## src/rtl/shift_sequencer.sv

```systemverilog
// shift_sequencer: multi-cycle 1-bit/clock 32-bit shifter; SRA fill enabled by SHIFT_SEQ_SRA_EN
module shift_sequencer (
  input  logic        clk,
  input  logic        rst,
  input  logic        start,
  input  logic [1:0]  op,
  input  logic [4:0]  shamt,
  input  logic [31:0] a,
  output logic        busy,
  output logic        done,
  output logic [31:0] result
);
  typedef enum logic [1:0] {IDLE, SHIFT, DONE} state_t;
  state_t      state;
  logic [31:0] w, w_nxt;
  logic [4:0]  c;
  logic [1:0]  op_q;
  always_comb begin
`ifdef SHIFT_SEQ_SRA_EN
    w_nxt = op_q == 2'b01 ? {w[30:0], 1'b0} : {op_q == 2'b10 && w[31], w[31:1]};
`else
    w_nxt = op_q == 2'b01 ? {w[30:0], 1'b0} : {1'b0, w[31:1]};
`endif
  end
  always_ff @(posedge clk) begin
    if (rst) begin
      state  <= IDLE;
      w      <= '0;
      c      <= '0;
      op_q   <= '0;
      result <= '0;
      busy   <= 1'b0;
      done   <= 1'b0;
    end else begin
      case (state)
        IDLE: if (start) begin
          w    <= a;
          c    <= shamt;
          op_q <= op;
          busy <= 1'b1;
          if (shamt == 5'd0) begin
            state  <= DONE;
            result <= a;
            done   <= 1'b1;
          end else state <= SHIFT;
        end
        SHIFT: begin
          w <= w_nxt;
          c <= c - 5'd1;
          if (c == 5'd1) begin
            state  <= DONE;
            result <= w_nxt;
            done   <= 1'b1;
          end
        end
        DONE: begin
          state <= IDLE;
          busy  <= 1'b0;
          done  <= 1'b0;
        end
        default: state <= IDLE;
      endcase
    end
  end
endmodule

```

## config.mk

```make
export PLATFORM = sky130hd
export DESIGN_NAME = shift_sequencer
export DESIGN_NICKNAME = d
export VERILOG_FILES = /design/src/rtl/shift_sequencer.sv
export SDC_FILE = /design/constraint.sdc
export NUM_CORES = 1
export LEC_CHECK = 0
export ABC_AREA = 1
export CAP_MARGIN = 25
export CORE_ASPECT_RATIO = 1.4
export CORE_UTILIZATION = 55
export CTS_CLUSTER_DIAMETER = 60
export DETAILED_ROUTE_END_ITERATION = 8
export HOLD_SLACK_MARGIN = 0.02
export PLACE_DENSITY = 0.84
export SLEW_MARGIN = 20
export SYNTH_ARGS = -nofsm -noshare
export SYNTH_HDL_FRONTEND = slang
export SYNTH_SLANG_ARGS = --single-unit
export TNS_END_PERCENT = 1
```

## constraint.sdc

```tcl
create_clock -name clk -period 3.74 [get_ports clk]
set_clock_uncertainty 0.2 [all_clocks]
set_input_delay 0.748 -clock clk [delete_from_list [all_inputs] [get_ports clk]]
set_output_delay 0.748 -clock clk [all_outputs]
set_load 0.02 [all_outputs]
```

# Yosys cells after proc, flatten, opt, wreduce, memory -nomap -nowiden
# Cells that the tools add are included.
[classes] n_eq_ne=7 shifts=0 bitwise_logic=0 n_mul=0 n_lt_le_gt_ge=0 addsub=1 n_reduce_logical=11 div=0 muxes=19
[ops] cell="32-bit two-way mux" n=5
[ops] cell="32-bit one-hot mux with 2 select lines" n=2
[ops] cell="5-bit one-hot mux with 2 select lines" n=1
[ops] cell="2-bit AND reduction" n=4
[ops] cell="4-bit AND reduction" n=2
[ops] cell="2-bit two-way mux" n=3
[ops] cell="2-bit inequality test (second input constant)" n=3
[ops] cell="5-bit by 1-bit == test with 1-bit output (second input constant)" n=1
[ops] cell="5-bit logical NOT" n=1
[ops] cell="5-bit two-way mux" n=1
[ops] cell="5-bit by 1-bit subtractor with 5-bit output (second input constant)" n=1
[ops] cell="2-bit by 1-bit == test with 1-bit output (second input constant)" n=2
[ops] cell="1-bit two-way mux" n=4
[ops] cell="2-bit one-hot mux with 2 select lines" n=1
[ops] cell="2-bit nonzero test" n=2
[ops] cell="1-bit one-hot mux with 3 select lines" n=1
[ops] cell="3-bit nonzero test" n=1
[ops] cell="2-bit == test (second input constant)" n=1
[ops] cell="2-bit logical NOT" n=1
[ops] cell="1-bit one-hot mux with 2 select lines" n=1
[totals] latch_bits=0 memories=0 romBits=0 in_bits=42 mem_bits_rw=0 ff_bits=75

# Logic depth before layout (Yosys ltp)
# Gate-level depths: netlist of run 1.
[logic_depth] word_depth=4 mapped_depth=11 depth_no_buf=10

# Worst setup path after synthesis of run 1
# OpenSTA, ideal clock, no wires.
[synth_path] kind="input to register" from="input port shamt[1]" to="register result[10]" setup_slack_ns=1.909 required_time_ns=3.427 cell_stages=7 t_arrival_ns=1.519 path_buffers=1 path_cell_list="nor2_1 nand3_1 nand2_1 nand3_4 buf_4 nor2_1 nor2_1"
[synth_between] elab_chain_len=3
[synth_lines] element="start, declared" line="7" rtl="input logic [4:0] shamt,"
[synth_lines] element="5-bit logical NOT" line="41" rtl="if (shamt == 5'd0) begin"
[synth_lines] element="2-bit inequality test (no line)"
[synth_lines] element="4-bit AND reduction (no line)"
[synth_lines] element="end signal, assigned" line="52" rtl="result <= w_nxt;"
[synth_lines] element="end, declared" line="11" rtl="output logic [31:0] result"
# No other way between the ends.
# A chain may end at the register's enable or synchronous reset.

# Worst setup path after layout of run 1
[layout_path] from="input port shamt[1]" to="register result[0]"
# Same word-level chain as after synthesis.

==> results summary, run 1 <==
The worst hold path belongs to the class register to register. The antenna violation net count after detailed routing came out at 0. In this run the post-CTS setup repair buffer count came out at 0. The post-synthesis average cell area came out at 6.69 um2. The distinct cell type count after synthesis is 23.

The last weighted congestion value of the routability-driven placer is between 0.8 and 0.9. The final critical-path required period came out at between 2000 and 3000 ps. The hold buffer count at cts is 0.

The repair_antennas step left the layout with diodes totalling 0. The share of the synthesized area in compound gates (AO/OA/AOI/OAI) came out at 0.191. The share of synthesized cell area in full adder, half adder and majority cells came out at 0.00664. Clock-pin slew was measured on the worst setup and hold paths at approximately 70 ps. TritonCTS built the clock tree. Summing all placed instances gives a cell area of approximately 4400 um2.

The final cell count without fillers came out at about 700. The area added between synthesis and finish is 22.2%. In this run the worst path has a maximum fanout of 63. The via count of the first global-routing pass came out at 3,556.

The number of optimization iterations in the first detailed-route pass is 4. The half-perimeter wire length after detailed placement is about 5.5 mm. The largest net degree at the start of global routing came out at 70.

The via density per instance came out at approximately 5.2. The nature of the critical path startpoint is a primary input. In this run the static leakage power is 2.19 nW.

The peak supply drop is around 0.0004 V. For this run the aggregate overflow at the end of global routing stands at 0. The max-slew violation count is 0. The detailed-route wire length per cell is between 10 and 15 um. The run finished with clean final reports. The wire length of the first global-routing pass is roughly 15 mm. The floorplan has 35 rows. The portion of total power attributed to the clock network came out at 0.242. Counting the buffers created by CTS gives 9. The die span in x is between 70 and 80 um.

After the last flow step, the layout net total stands at around 660. The maximum count of clock buffers along a single path is 2. The die span in y came out at between 90 and 100 um. The data arrival time of the critical path is around 2700 ps. Timing would allow up to between 0.3 and 0.4 GHz. The share of synthesized area spent on multiplexers is 0. The final cycle utilization of the critical path is 0.703. The number of vias in the routed layout came out at around 3.7k. The share of layout cells above drive strength 1 is 0.0401. The initial antenna violation count came out at 0. The aggregate global-route resource usage is 0.254. The required time of the critical path is ~3800 ps. After synthesis, the largest family of logic cells by area is simple AND/OR/NAND/NOR gates. The placeable core region came out at approximately 6600 um2.

STA classifies the critical path endpoint as a register. Counting every net in the synthesized netlist gives approximately 610. The final hold violation count was 0.

The I/O pin count came out at between 70 and 80. The final count of negative-setup-slack endpoints is 0. The die covers approximately 7200 um2. Setup repair after global routing left no endpoint under its margin. The share of total power dissipated in sequential elements is 0.460. Leaving out fill and tap cells, the most frequent cell in the layout is nand2_1. The worst hold path stage count came out at 2. Of the total power, the share spent switching nets is 0.339. The cell count after placement is 700. The max-cap violation count is 0.

The H-tree was split into 3 levels. For the pin with the worst max-slew slack, the measured transition is between 600 and 700 ps. The number of gates resized after CTS came out at 0.

The flip-flop and latch count after synthesis is 75. Wires add up to between 8 and 9 mm. The simple-gate share of the synthesized area is 0.269. The clock latency reported for the late side of the worst-skew pair came out at between 300 and 400 ps. For this run, the register share of the synthesized area comes to 0.399.

The synthesized instance count came out at 563. Clock tree synthesis found a total of 75 sinks. The total non-filler cell area in the finished layout is approximately 4600 um2. The category of the critical setup timing path is primary input to register. The core utilization of the finished layout came out at 0.696.

The share of the synthesized netlist area taken by xor and xnor gates came out at 0. The internal power came out at about 0.0014 W. In the layout the commonest cells are nand2_1 (171), dfxtp_1 (75), clkdlybuf4s50_1 (75). The setup TNS is 0 ps. Clock tree synthesis selected as its root buffer the cell clkbuf_8. Yosys printed 0 warnings. The netlist area before placement came out at ~3800 um2.

The share of total power dissipated in combinational logic is 0.298. The DRC violation total after the first TritonRoute iteration is ~270. The total power per unit cell area is 456 nW/um2.

The net switching power came out at slightly above 0.0007 W. The max-slew headroom at the worst pin came out at 0.562. The number of I/O port buffers came out at 75. The number of cells on the worst reg-to-reg path is 9. The DRC violation count after routing came out at 0. The starting utilization of the core area came out at 0.570.
power by group through the flow:
stage | logic [W] | registers, W | clock network [W]
floorplan | 0.000392 | 0.00102 | 0
finish | 0.000625 | 0.000965 | 0.000506
global route | 0.000710 | 0.000976 | 0.000551
CTS | 0.000622 | 0.000964 | 0.000517
global placement | 0.000605 | 0.000978 | 0
detailed placement | 0.000618 | 0.000981 | 0
cells in the mapped netlist:
library cell	number	area share
nor2_1	72	0.072
inv_1	72	0.072
nand3_1	11	0.015
o21ai_0	38	0.050
o21ai_1	4	0.0053
buf_2	5	0.0066
a21oi_1	13	0.017
nand4_1	1	0.0017
a31oi_1	30	0.050
o21a_1	1	0.0020
dfxtp_1	75	0.40
nand2_1	172	0.17
or2_2	1	0.0017
nand3b_1	1	0.0020
a21oi_4	1	0.0043
ha_1	2	0.0066
inv_2	3	0.0030
buf_4	3	0.0060
clkbuf_1	14	0.014
buf_6	11	0.033
nor2_2	1	0.0017
nand3_4	1	0.0047
o211ai_1	31	0.062
flip-flops by register name (all words and copies together) (netlist names):
register  cells
w            32
busy          1
c             5
done          1
result       32
state         2
op_q          2
metal layers:
layer  wire length [um]  up-vias  part of all wire  global-route usage
met4                180        0             0.021               0.124
li1                   -     1910                 -                   -
met3                298       15             0.036              0.0341
met2               4420       87              0.53               0.467
met5                  0        -                 0                   0
met1               3480     1695              0.42               0.282
cell type report:
type / instances / area, um2
multi-input cells: 380 / 1760
inverters: 75 / 282
clock buffers: 10 / 128
fillers: 597 / 2010
repair buffers: 79 / 793
flip-flops and latches: 75 / 1500
clock inverters: 4 / 20.0
well taps: 92 / 115
per-stage QoR:
| stage | setup WS (ps) | power, W | hold WS (ps) |
|---|---|---|---|
| after global placement | 866 | 0.00158 | 255 |
| after global routing | 863 | 0.00224 | 309 |
| after detailed placement | 761 | 0.00160 | 261 |
| after floorplan | 1910 | 0.00142 | 229 |
| after CTS | 1120 | 0.00210 | 271 |
| final | 1110 | 0.00210 | 277 |
worst max-delay path: stages:
cell	delay, ps
clkdlybuf4s50_1	420
nor2_1	170
nand3_1	140
nand2_1	170
nand3_4	510
o21ai_0	400
nor2_1	60
logic make-up after synthesis:
group / after synthesis
adder cells (fa/ha/maj): 2
buffers and inverters: 108
flip-flops: 75
AND/OR/NAND/NOR: 260
AO/OA/AOI/OAI: 118
worst paths after layout:
check                    startpoint                      to  slack [ps]
setup / recovery           shamt[1]  result[0]$_SDFFE_PP0P_        1110
hold / removal    done$_SDFFE_PP0P_       done$_SDFFE_PP0P_         280
setup reg to reg  c[1]$_SDFFE_PP0P_  result[0]$_SDFFE_PP0P_        1430
hold reg to reg   done$_SDFFE_PP0P_       done$_SDFFE_PP0P_         280
(Power assumes the default switching activity.)
==> run 2: changes to the inputs <==
Settings changed: CORE_UTILIZATION 55 to 52, PLACE_DENSITY 0.84 to 0.8.
Clock period 3.74 ns to 2.5 ns, I/O delays scaled along.
==> run 2 against run 1 <==
Worst setup slack worse by 640 ps. Total power increased by 70%. Critical endpoint is now result[0]. Largest cell class unchanged. Highest routed layer unchanged. Count of clock-buffer cells in the layout is 1 higher. Combinational power up 53%. Cell count up 1.3%. Cell area is 3.4% higher. Sequential share of layout area shrank 1.1 points. First-iteration DRC count down 31%. Global-route usage decreased by 0.60 points. Clock power is 130% higher. Non-clock buffer count is 5 higher. Register-to-register slack worse by 900 ps.
==> results summary, run 2 (synthesis results as in run 1) <==
The flow ran to the end, and the final reports show no timing, DRC or antenna violations. After layout, the minimum clock period comes to 2030 ps. TritonCTS built the clock tree.

The die span in x is 73.9 um. Summing over every cut layer, the via total after detailed routing is about 3.7k. The endpoint identified for the worst register-to-register timing path is result[22]$_SDFFE_PP0P_. The DRC violation total after the first TritonRoute iteration came out at approximately 190. In this run the worst path has a maximum fanout of 2. At the end of routability-driven placement, the weighted congestion stood at about 0.83. The DRC violation count after routing came out at 0. The area of the die came out at 7590 um2.

After layout, the worst setup slack is between 400 and 500 ps. The I/O pin count is between 70 and 80. The via count of the first global-routing pass is roughly 3.4k. The delay contributed by the slowest stage of the critical path came out at about 610 ps. The final hold violation count was 0.

The wire length of the first global-routing pass is 14.6 mm. Global routing finished with a remaining overflow of 0. Walking the worst path, the cells encountered are clkdlybuf4s50_1. The required time of the critical path is 1800 ps. The number of optimization iterations in the first detailed-route pass came out at 4. The cell depth of the worst setup path is 1.

The largest registers in the layout are result (32), w (32), c (5). The initial antenna violation count came out at 0. Headroom to the max-slew limit came out at 0.586. The maximum clock frequency is 0.493 GHz. The final cycle utilization of the critical path came out at 0.812. Along the worst hold path, the cell count comes to 2. The data arrival time of the critical path came out at around 1300 ps. Once placement finished, the instance area stood at 4510 um2. The peak supply drop is roughly 0.00046 V. The max-cap violation count came out at 0.

In the final timing run, aggregate negative setup slack is 0 ps. In the routed layout, each cell is associated on average with a via count of about 5. For the pin with the worst max-slew slack, the measured transition is about 620 ps. The commonest non-fill, non-tap cell in the layout is nand2_1. The die span in y came out at approximately 100 um. The aggregate global-route resource usage came out at 0.248. In this run the remaining antenna-violating nets after routing total 0. The clock passes through at most 2 buffers. The combined buffer and inverter count along the critical path is 1. The number of levels in the clock H-tree is 3.

The half-perimeter wire length after detailed placement is 5.80 mm. Setup repair after global routing left no endpoint under its margin. The worst hold endpoint is done$_SDFFE_PP0P_.

Leaving out filler cells and counting taps, the final layout contains 724. The final count of negative-setup-slack endpoints came out at 0. The worst hold path begins at done$_SDFFE_PP0P_. The max-slew violation count was 0. For this design, the slowest cell found on the critical path is clkdlybuf4s50_1. The count of inserted antenna diode cells is 0. The category of the critical setup timing path is register to output port. Registers take 1500 um2. The core utilization of the finished layout came out at 0.681. The number of I/O port buffers came out at 75. Dividing the detail-routed wire length by the instance count gives roughly 12 um. The number of post-CTS setup repair buffers is 0. The total number of placement rows is 36.

The hold buffer count at cts came out at 0. The CTS buffer count came out at 9. The final-stage net count is about 670.

Clock-pin slew was measured on the worst setup and hold paths at about 80 ps. The worst hold path belongs to the class register to register. The placeable core region came out at about 7000 um2. The top cell types in the final layout, fill and taps aside, are nand2_1 (171), dfxtp_1 (75), clkdlybuf4s50_1 (75).

The launching point of the worst reg2reg path is op_q[1]$_SDFFE_PP0P_. On the critical path the largest part of the delay comes from buffers and inverters. The pre-CTS setup slack is about 210 ps. The number of clock sinks came out at 75. The cell sitting at the root of the clock tree is a clkbuf_8. The clock latency reported for the late side of the worst-skew pair came out at between 300 and 400 ps. For this design the ratio of total power to cell area is 748 nW/um2. The largest net degree at the start of global routing is 70. The total area of multi-input combinational cells is ~1800 um2. The share of layout cells above drive strength 1 is 0.0509.

The filler cell count came out at approximately 600. STA classifies the critical path endpoint as an output port. The cell count after placement is 709. The area growth from synthesis to layout is 26.3%. The wire length reported by the detailed router is between 8 and 9 mm. Gates resized during post-CTS repair numbered 0. The analysis attributes to cell leakage a power of around 2.3 nW.

The worst reg-to-reg setup slack came out at ~530 ps. The number of cells on the worst reg-to-reg path is 8. The total non-filler cell area in the finished layout is 4760 um2.

The starting utilization of the core area is 0.539. The worst setup path is launched from a register.
==> run 2: cell count changes in the layout (fill, tap and decap cells not counted) <==
cell        before  now
clkbuf_8         9   11
bufinv_16        0    3
clkinvlp_4       0    1
clkinv_2         4    0
buf_4            3    7
clkbuf_1         1    0
buf_12           1    2
==> run 2: per-layer routing <==
metal	GRT usage	part of all wire
met1	0.272	0.43
met2	0.455	0.53
met4	0.114	0.017
met5	0	0
met3	0.0420	0.030
==> run 2: cell type report <==
cell class | instances | area share
clock buffer | 11 | 0.0318
clock inverter | 4 | 0.0205
multi-input combinational | 380 | 0.370
inverter | 75 | 0.0592
sequential | 75 | 0.316
tap | 95 | 0.0250
timing repair buffer | 84 | 0.177
==> run 2: where the power goes <==
group / total, W / switching [W] / internal [W]
combinational: 0.000955 / 0.000560 / 0.000395
clock: 0.00116 / 0.000444 / 0.000712
sequential: 0.00144 / 0.0000976 / 0.00135
total: 0.00356 / 0.00110 / 0.00245
==> run 2: worst max path at each step <==
| stage | to | slack (ps) | from |
|---|---|---|---|
| floorplan | result[10]$_SDFFE_PP0P_ | 880 | c[1]$_SDFFE_PP0P_ |
| global placement | c[4]$_SDFFE_PP0P_ | 250 | start |
| detailed placement | result[19]$_SDFFE_PP0P_ | 210 | shamt[0] |
| CTS | result[24] | 440 | result[24]$_SDFFE_PP0P_ |
| global route | result[23]$_SDFFE_PP0P_ | 340 | op_q[1]$_SDFFE_PP0P_ |
| finish | result[0] | 470 | result[0]$_SDFFE_PP0P_ |
==> run 2: worst register-to-register path, delay by kind of cell (launching register included) <==
family | cells | cell delay [ps]
compound gates | 1 | 140
buf+inv | 2 | 460
flops | 1 | 310
simple gates | 5 | 760
==> run 2: per-stage QoR <==
stage          hold slack (ps)  total power (W)
2_1_floorplan              229          0.00212
4_1_cts                    275          0.00357
6_report                   270          0.00356
3_3_place_gp               260          0.00239
3_5_place_dp               259          0.00242
5_1_grt                    305          0.00376
==> run 3: changes to the inputs <==
Settings changed: CORE_UTILIZATION 52 to 47, PLACE_DENSITY 0.8 to 0.76.
Clock period 2.5 ns to 1.8 ns, I/O delays scaled along.
==> run 3 against run 2 <==
Total power is 36% higher. Largest cell class unchanged. Wire length is 2.4% higher. Count of clock-buffer cells in the layout is 2 lower. Highest routed layer unchanged. Cell area is 4.5% higher. Utilization is 4.0 points lower.
==> results summary, run 3 (synthesis results as in run 1) <==
The run finished with clean final reports. The via count of the first global-routing pass was approximately 3.5k. The wire length reported by the detailed router came out at ~9 mm.

Along the worst path, the maximum fanout reaches 30. The total power per unit cell area is 970 nW/um2. The detailed-route wire length per cell came out at between 10 and 15 um. The proportion of power drawn by flip-flops and latches came out at 0.415.

The delay contributed by the slowest stage of the critical path is approximately 360 ps. After routing, the total negative slack on setup checks comes to 0 ps. Data arrives at the worst endpoint at roughly 1800 ps. The worst setup path is of the register to register kind. Global routing finished with a remaining overflow of 0. The starting utilization of the core area is 0.486. The internal power came out at ~0.0032 W. In this run the standard cell core region covers slightly below 8000 um2. The via density per instance is between 4 and 5. The largest registers in the layout are result (32), w (32), c (5). The die span in y came out at between 100 and 150 um. The final-stage net count came out at slightly below 700. Entering global routing, the biggest net connects 63 pins. In this run the worst hold path is classified as register to register. The number of clock sinks is 75. The overall power after layout came out at just under 0.005 W. The final hold violation count came to 0. For the worst-skew pair, the clock arrives at the later sink with an insertion delay of 350 ps. The top cell types in the final layout, fill and taps aside, are nand2_1 (171), dfxtp_1 (74), inv_1 (71), nor2_1 (71), clkdlybuf4s50_1 (41). Data on the critical path is required at its endpoint by around 1900 ps. The max-slew violation count is 0. The I/O pin count is 76. The portion of total power attributed to the clock network is 0.293. In the final layout, the share of cells above drive strength 1 is 0.0860. The area growth from synthesis to layout is 32.0%. Across every metal layer, demand over resource in global routing totals 0.222. The DRC violation count after routing is 0. The initial antenna violation count is 0. The peak supply drop came out at 0.000512 V. The die covers 8380 um2. Port buffering added between 70 and 80 buffers.

In this run the clock root is driven by a clkbuf_8. The final cycle utilization of the critical path came out at 0.944. The die span in x is approximately 78 um. Detailed placement finished with a half-perimeter wire length of around 6.4 mm.

The DRC violation total after the first TritonRoute iteration came out at 180. Static timing analysis puts the maximum clock frequency at 0.588 GHz. For this design the total switching power over the nets is 0.00157 W.

The slew at the pin closest to its max-slew limit came out at around 250 ps. For this block, the via count after detailed routing is about 3.7k. The number of levels in the clock H-tree came out at 3. The post-CTS clock slew at the launch and capture registers of the worst setup and hold paths is roughly 80 ps. The max-cap violation count came out at 0.

The worst setup path is captured at a register. The hold buffer count at cts came out at 0. Setup repair after global routing left no endpoint under its margin. The maximum count of clock buffers along a single path is 2. The max-slew headroom at the worst pin came out at 0.831. The count of inserted antenna diode cells came out at 0. Routability-driven placement finished with a final weighted congestion of 0.839. The cell with the largest stage delay on the worst path is dfxtp_1.

The relative contribution of combinational cells to total power came out at 0.292. TritonCTS built the clock tree. The CTS buffer count is 9. The routed design could run at a clock period as short as 1700 ps. Summed over all cells, the static leakage comes to 2.52 nW. Once detail routing completed, the nets flagged for antenna violations numbered 0. The number of optimization iterations in the first detailed-route pass came out at 4. The nature of the critical path startpoint is a register. The critical path goes through ha_1 > inv_1 > nor2_2 > nand2_1 > nand2_1 > nand3_4 > buf_12 > nor2_1 > nor2_1.

The library cell used most frequently in the layout, excluding fill and tap cells, is nand2_1. Of the total power, the share spent switching nets is 0.326. The wire length of the first global-routing pass came out at about 15 mm.

The final count of negative-setup-slack endpoints is 0. The total number of placement rows is 38.
## run 3: timing repair
action	CTS	global route
pin swaps	0	1
buffers inserted	0	1
setup endpoints to repair	35	32
gates resized for setup	35	4
## run 3: through the flow
step                      setup WS [ps]  hold slack [ps]  utilization  instances  area, um2
after global routing               3.33              286        0.641        751       4970
after global placement             -199              259        0.616        734       4780
after floorplan                     184              229            -        563       3770
final                               100              274        0.641        751       4970
after detailed placement           -186              271        0.616        734       4780
after CTS                          8.54              283        0.639        750       4950
## run 3: path summary, 6_finish.rpt
path,start,end,slack [ps],cells past startpoint
worst max-delay path,c[0]$_SDFFE_PP0P_,result[5]$_SDFFE_PP0P_,100,9
worst max register to register,c[0]$_SDFFE_PP0P_,result[5]$_SDFFE_PP0P_,100,9
worst min-delay path,done$_SDFFE_PP0P_,done$_SDFFE_PP0P_,270,2
worst min register to register,done$_SDFFE_PP0P_,done$_SDFFE_PP0P_,270,2
## run 3: metal layers
layer / vias to the layer above / track usage / share of wire
met5: - / 0 / 0
met4: 0 / 0.120 / 0.025
met3: 19 / 0.0297 / 0.036
met2: 78 / 0.423 / 0.53
met1: 1684 / 0.234 / 0.41
li1: 1955 / - / -
## run 3: final cells by class
cell class	count	area, um2
clock buffer	9	124
clock inverter	7	92.6
fill	722	2780
inverter	75	282
multi-input combinational	380	1770
sequential	75	1500
tap	100	125
timing repair buffer	105	1070
## run 3: power by group through the flow
stage	sequential (W)	clock (W)	combinational, W
detailed placement	0.00204	0	0.00146
floorplan	0.00213	0	0.000814
finish	0.00200	0.00141	0.00141
global route	0.00203	0.00150	0.00158
global placement	0.00204	0	0.00143
CTS	0.00200	0.00144	0.00140
## run 3: critical path: cells and delay by family (launching register included)
| kind | cells | cell delay [ps] |
|---|---|---|
| fa+ha+maj | 1 | 150 |
| simple gates | 6 | 650 |
| buf+inv | 2 | 220 |
| flops | 1 | 360 |
